<file path="src/rtl/sync_fifo_param.sv">
// sync_fifo_param: single-clock parametrised FIFO with fill level,
// almost-full/almost-empty thresholds, sticky overflow/underflow and a
// synchronous flush. Handshake matches the async FIFO (winc/wfull, rinc/rempty).
module sync_fifo_param #(
  parameter int DSIZE     = 8,
  parameter int ASIZE     = 4,
  parameter int AF_THRESH = 12,
  parameter int AE_THRESH = 2
) (
  input  logic             clk,
  input  logic             rst,
  input  logic             clr,
  input  logic             winc,
  input  logic [DSIZE-1:0] wdata,
  output logic             wfull,
  output logic             walmost_full,
  output logic             overflow,
  input  logic             rinc,
  output logic [DSIZE-1:0] rdata,
  output logic             rempty,
  output logic             ralmost_empty,
  output logic             underflow,
  output logic [ASIZE:0]   count
);

  localparam int DEPTH = 1 << ASIZE;

  // Thresholds sized to the count register so every compare is width-matched.
  localparam logic [ASIZE:0] DEPTH_V   = (ASIZE+1)'(DEPTH);
  localparam logic [ASIZE:0] AF_V      = (ASIZE+1)'(AF_THRESH);
  localparam logic [ASIZE:0] AE_V      = (ASIZE+1)'(AE_THRESH);
  localparam logic [ASIZE:0] ONE_V     = (ASIZE+1)'(1);
  localparam logic [ASIZE:0] ZERO_V    = (ASIZE+1)'(0);
  localparam logic [DSIZE-1:0] DZERO_V = (DSIZE)'(0);

  logic [DSIZE-1:0] mem_q [DEPTH];

  // Pointers carry one extra bit so they wrap at 2*DEPTH; memory uses the low bits.
  logic [ASIZE:0]   wptr_q, wptr_d;
  logic [ASIZE:0]   rptr_q, rptr_d;
  logic [ASIZE:0]   count_q, count_d;
  logic [DSIZE-1:0] rdata_q, rdata_d;
  logic             overflow_q, overflow_d;
  logic             underflow_q, underflow_d;

  logic             full_s;
  logic             empty_s;
  logic             write_accept;
  logic             read_accept;
  logic             mem_we;

  // Status flags decode the registered fill level.
  always_comb begin
    full_s        = (count_q == DEPTH_V);
    empty_s       = (count_q == ZERO_V);
    walmost_full  = (count_q >= AF_V);
    ralmost_empty = (count_q <= AE_V);
  end

  // Next-state for pointers, level, read data and sticky errors; flush wins over traffic.
  always_comb begin
    write_accept = winc & ~full_s;
    read_accept  = rinc & ~empty_s;
    wptr_d       = wptr_q;
    rptr_d       = rptr_q;
    count_d      = count_q;
    rdata_d      = rdata_q;
    overflow_d   = overflow_q;
    underflow_d  = underflow_q;
    mem_we       = 1'b0;
    if (clr) begin
      wptr_d      = ZERO_V;
      rptr_d      = ZERO_V;
      count_d     = ZERO_V;
      overflow_d  = 1'b0;
      underflow_d = 1'b0;
    end else begin
      overflow_d  = overflow_q | (winc & full_s);
      underflow_d = underflow_q | (rinc & empty_s);
      if (write_accept) begin
        mem_we = 1'b1;
        wptr_d = wptr_q + ONE_V;
      end else begin
        wptr_d = wptr_q;
      end
      if (read_accept) begin
        rdata_d = mem_q[rptr_q[ASIZE-1:0]];
        rptr_d  = rptr_q + ONE_V;
      end else begin
        rdata_d = rdata_q;
      end
      case ({write_accept, read_accept})
        2'b10:   count_d = count_q + ONE_V;
        2'b01:   count_d = count_q - ONE_V;
        default: count_d = count_q;
      endcase
    end
  end

  // Control state registers, cleared asynchronously by rst.
  always_ff @(posedge clk or posedge rst) begin
    if (rst) begin
      wptr_q      <= ZERO_V;
      rptr_q      <= ZERO_V;
      count_q     <= ZERO_V;
      rdata_q     <= DZERO_V;
      overflow_q  <= 1'b0;
      underflow_q <= 1'b0;
    end else begin
      wptr_q      <= wptr_d;
      rptr_q      <= rptr_d;
      count_q     <= count_d;
      rdata_q     <= rdata_d;
      overflow_q  <= overflow_d;
      underflow_q <= underflow_d;
    end
  end

  // Storage array; contents are not reset, only the pointers are.
  always_ff @(posedge clk) begin
    if (mem_we) begin
      mem_q[wptr_q[ASIZE-1:0]] <= wdata;
    end
  end

  assign wfull     = full_s;
  assign rempty    = empty_s;
  assign count     = count_q;
  assign rdata     = rdata_q;
  assign overflow  = overflow_q;
  assign underflow = underflow_q;

endmodule

</file>
<file path="config.mk">
export PLATFORM = sky130hd
export DESIGN_NAME = sync_fifo_param
export DESIGN_NICKNAME = d
export VERILOG_FILES = /design/src/rtl/sync_fifo_param.sv
export SDC_FILE = /design/constraint.sdc
export NUM_CORES = 1
export LEC_CHECK = 0
export CORE_UTILIZATION = 59
export DETAILED_ROUTE_END_ITERATION = 8
export PLACE_DENSITY = 0.86
export SLEW_MARGIN = 20
export SYNTH_ARGS = -nofsm -noshare
export SYNTH_HDL_FRONTEND = slang
export SYNTH_SLANG_ARGS = --single-unit
</file>
<file path="constraint.sdc">
create_clock -name clk -period 3.2 [get_ports clk]
set_input_delay 0.64 -clock clk [delete_from_list [all_inputs] [get_ports clk]]
set_output_delay 0.64 -clock clk [all_outputs]
set_load 0.05 [all_outputs]
</file>
# After elaboration in Yosys (flattened, before gate mapping)
# Memory sizes are Yosys's and may differ from the RTL's. A register that Yosys moved wholly into a read port is not among the register bits.
# Index checks and enable logic that the tools add are counted.
# totals
reg_bits	17
ramBits	128
input_bits	13
output_inout_bits	19
elab_cells	41
memories	1
# classes
addsub	4
order_cmp	2
eq_ne	3
muxes	12
n_bitwise	9
n_reduce_logical	5
# memory_table
memory	words	word_bits	rd	rd_clocked_by_memory_dff	wr	line_no	rtl
mem_q	16	8	1	1	1	36	logic [DSIZE-1:0] mem_q [DEPTH];
# ops
op	n
$mux 5	5
$add 5x1->5 const B	3
$pmux 5 s2	1
$mux 1	6
$eq 5x5->1 const B	1
$ge 5x4->1 const B	1
$le 5x2->1 const B	1
$logic_not 5->1	1
$sub 5x1->5 const B	1
$and 1x1->1	4
$reduce_bool 2->1	2
$not 1->1	3
$reduce_bool 3->1	1
$eq 2x1->1 const B	1
$eq 2x2->1 const B	1
$or 1x1->1	2
$reduce_and 2->1	1

# Depth between registers and ports, before layout
# Gate-level depths: netlist of the first run.
# logic_depth
depth_word	7
depth_mapped	9
mapped_depth_nobuf	8

# Worst setup path before layout of the first run
# OpenSTA, ideal clock, no wires.
# synth_path
path_type	register to output
startpoint	register count_q[4] (netlist: count[4])
endpoint	output ralmost_empty
arrival_ps	3287
setup_slack_ps	-727
stages_incl_launch_ff	3
n_path_buf	1
cell_sequence	dfrtp_1 -> clkbuf_1 -> a2111oi_0
# synth_between
elab_chain_cells	1
# synth_lines
item	line_no	rtl
start, declared	41	logic [ASIZE:0] count_q, count_d;
start signal, assigned	112	count_q <= count_d;
$le 5x2->1	57	ralmost_empty = (count_q <= AE_V);
end, declared	21	output logic ralmost_empty,
# No other way between the ends.

# Worst setup path in the final report of the first run
# layout_path
startpoint	register count_q[1] (netlist: count[1])
endpoint	output wfull
# layout_between
elab_chain_cells	1
# layout_lines
item	line_no	rtl
$eq 5x5->1	54	full_s = (count_q == DEPTH_V);
end, declared	15	output logic wfull,
# No other way between the ends.

==> metrics.md, run 1 <==
| Metric | Value |
|---|---|
| # diodes | 0 |
| Worst VDD drop | 0.835 mV |
| Max-cap violations | 0 |
| CP max stage delay | 0.66 ns |
| Post-synthesis cell area | 6230 um2 |
| Comb pwr share | 25.3% |
| Layout cells sized above 1 | 23.4% |
| Clock Pin Slew Worst Setup and Hold Paths | 0.06 ns |
| Yosys reg bits | 151 |
| Area Overhead vs Synth | 18.9% |
| Drt wl/cell | 22.9 um |
| Synthesis Warnings | 0 |
| Worst Setup Slack, final | 0.143 ns |
| Post-synthesis sequential area ratio | 70.9% |
| First-pass GRT wire length | 19,900 um |
| Clk_lat worst skew | 0.53 ns |
| Crit path to | wfull |
| # port buffers | 31 |
| Pint | 4060 uW |
| Status | finished clean |
| # rows | 37 |
| Tot GR Track Use | 25.5% |
| CORE AREA | 10,300 um2 |
| Reg2Reg Depth | 8 |
| Crit path buffers/inverters | 1 |
| Net switching power | 1920 uW |
| CP startpoint kind | register |
| Final Max Tran Viols | 0 |
| Pwr Density | 808 nW/um2 |
| Critical Path Start | count[1]$_DFFE_PP0P_ |
| Worst Setup End Kind | output port |
| Vias post-DR | 3,460 |
| Sw frac | 32.1% |
| Slowest-stage cell, CP | or4_4 |
| Family with the most delay on the worst path | simple AND/OR/NAND/NOR gates |
| Post-route clock skew | 0.00419 ns |
| Largest net degree at the start of global routing | 26 |
| Max_slew headroom | 39.9% |
| Post-synth EDFFs | 128 |
| Io pins | 32 |
| Place WS | 0.403 ns |
| Drt pass-1 iters | 5 |
| Clock Sinks | 151 |
| # Post-CTS Setup Buffers | 0 |
| LEAKAGE | 0.00253 uW |
| CTS H-Tree Depth | 4 |
| Reg-to-Reg End | count[4]$_DFFE_PP0P_ |
| Slew @ Worst Pin | 0.901 ns |
| RSZ-0062 raised after global routing | no |
| Grt ovf | 0 |
| Die height | 105 um |
| Worst reg2reg path startpoint | count[1]$_DFFE_PP0P_ |
| Async set-or-reset flop fraction in the synthesized netlist | 15.2% |
| Chip Width | 105 um |
| Fmax | 327 MHz |
| Crit path max fanout | 12 |
| Period minus WS final | 3.06 ns |
| Synth Instances | 352 |
| Initial Util | 60.6% |
| Finish-stage setup viols | 0 |
| Clock power share | 33.9% |
| Max Root-Sink Buffers | 2 |
| CTS tree | built |
| Stages on worst setup path | 3 |
| Part of the power in registers | 40.8% |
| CTS Buf Count | 17 |
| Wirelength, routed | 12,700 um |
| DIE AREA | 11,000 um2 |
| Vias in the first global route | 3,646 |
| Nets | 426 |
| Total power | 5990 uW |
| Mean post-synth cell area | 17.7 um2 |
| CP required | 2.56 ns |
| Crit path cell chain | or4_4 > nor2_1 > dlygate4sd2_1 |
| Setup tns final | 0 ns |
| Worst R2R Setup Slack | 0.46 ns |
| Primary FF master, synth | edfxtp_1 |
| Initial antenna violation count | 0 |
| RD Place Congestion | 0.835 |
| CP arrival | 2.42 ns |
| Hold crit path type | register to register |
| Antenna Nets Post-Route | 0 |
| Post-synth cell types | 44 |
| Final hold violations | 0 |
| Initial DRC Count | 251 |
| Worst Setup Path Type | register to output port |
| DRC | 0 |
| Post-Syn Nets | 372 |
| Clk root buf | clkbuf_8 |
| Hold path start | rdata[6]$_DFFE_PP0P_ |
| Post-detail-place hpwl | 7910 um |
| Fin crit share | 95.5% |
| Via density | 6.23 |
[layer usage]
| layer | vias to the layer above | share of wire [%] | global-route usage, % |
|---|---|---|---|
| li1 | 1511 | - | - |
| met1 | 1749 | 38 | 32.4 |
| met2 | 166 | 51 | 41.4 |
| met3 | 34 | 7.6 | 6.24 |
| met4 | 0 | 3.2 | 12.8 |
| met5 | - | 0 | 0 |
[sequential cells by signal, summed over array words and instances, names as in the netlist]
signal and cells:
mem_q 128, wptr_q 4, rdata 8, underflow 1
rptr_q 4, overflow 1, count 5
[cell usage after synthesis (2+ instances only)]
cell type | number | area share, %
a21oi_1 | 7 | 0.56
a31oi_1 | 2 | 0.20
buf_2 | 6 | 0.48
buf_6 | 2 | 0.36
clkbuf_1 | 9 | 0.54
dfrtp_1 | 23 | 9.2
edfxtp_1 | 128 | 62
ha_1 | 7 | 1.4
inv_1 | 6 | 0.36
mux2i_1 | 19 | 3.1
mux4_2 | 32 | 12
nand2_1 | 18 | 1.1
nand3_1 | 2 | 0.16
nand4_1 | 2 | 0.20
nor2_1 | 33 | 2.0
nor2b_1 | 4 | 0.40
nor4_1 | 2 | 0.20
o211ai_1 | 2 | 0.24
o211ai_2 | 3 | 0.60
o21ai_0 | 5 | 0.40
o221ai_1 | 8 | 1.1
or2_2 | 3 | 0.30
or3_1 | 3 | 0.30
xnor2_1 | 3 | 0.42
xor2_1 | 4 | 0.56
[metrics by stage]
stage | util (%) | instances | hold WS [ns] | area, um2
floorplan | - | 352 | 0.551 | 6240
global placement | 66.2 | 523 | 0.481 | 6810
detailed placement | 66.2 | 523 | 0.481 | 6810
CTS | 72.1 | 555 | 0.502 | 7410
global route | 72.1 | 555 | 0.532 | 7410
finish | 72.1 | 555 | 0.491 | 7410
[final cells by class]
| cell class | count | area [um2] |
|---|---|---|
| Clock buffer | 18 | 418 |
| Clock inverter | 14 | 189 |
| Multi-Input combinational cell | 177 | 1710 |
| Fill cell | 600 | 2870 |
| Timing Repair Buffer | 53 | 485 |
| Tap cell | 136 | 170 |
| Inverter | 6 | 22.5 |
| Sequential cell | 151 | 4420 |
[worst reg2reg max path, cell delays in order, from the launching register on]
cell and delay (ns):
dfrtp_1 0.51, or4_4 0.67, o211ai_2 0.32, inv_1 0.11
ha_1 0.34, a31oi_1 0.27, nand2_1 0.10, mux2_2 0.29
nand4_1 0.09
[logic make-up after synthesis]
family | Yosys count | synth area share (%)
xor gates and xnor gates | 7 | 0.984
buffers and inverters | 24 | 1.81
and+or+nand+nor | 71 | 5.12
DFF | 151 | 70.9
AOI/OAI and AO/OA | 39 | 4.80
muxes | 53 | 15.0
adders and majority gates | 7 | 1.41
[worst min-delay path by stage]
stage                                       end  slack [ns]  cells past startpoint
after floorplan           wptr_q[1]$_DFFE_PP0P_        0.55                      2
after global placement     rdata[7]$_DFFE_PP0P_        0.48                      2
after detailed placement   rdata[6]$_DFFE_PP0P_        0.48                      2
after CTS                  rdata[6]$_DFFE_PP0P_        0.50                      2
after global routing       rdata[6]$_DFFE_PP0P_        0.53                      2
final                      rdata[6]$_DFFE_PP0P_        0.49                      2
[repair_timing]
action | 4_1_cts | 5_1_grt
hold buffers | 0 | 0
setup endpoints to repair | 2 | 0
gates resized for setup | 2 | 0
[power by group through the flow]
stage	combinational (uW)	sequential [uW]	clock, uW
2_1_floorplan	904	2640	0
3_3_place_gp	1470	2470	0
3_5_place_dp	1520	2480	0
4_1_cts	1520	2440	2050
5_1_grt	1600	2460	2130
6_report	1520	2440	2030
[placed cells by master (no fill, tap or decap), types with 2 or more instances in the layout]
cell,count
clkinv_4,4
buf_4,21
nand4_1,2
ha_1,7
o21ai_0,5
inv_1,6
or3_1,3
nand3_1,2
inv_6,3
bufinv_16,3
a21oi_1,7
or2_2,3
o211ai_1,2
nor2b_1,4
a31oi_1,2
xnor2_1,3
nor2_1,33
inv_8,2
clkbuf_16,16
edfxtp_1,128
clkdlybuf4s50_1,29
nand2_1,18
o211ai_2,3
mux2i_1,19
mux4_2,32
o221ai_1,8
dfrtp_1,22
xor2_1,4
clkinvlp_4,2
nor4_1,2
dlygate4sd2_1,2
(Power assumes the default switching activity.)
==> inputs of run 2 (changes only) <==
Settings changed: CAP_MARGIN from default to 20, SLEW_MARGIN 20 to 0.
==> results of run 2 <==
Final layout, timing and power as in run 1 (identical DEF).
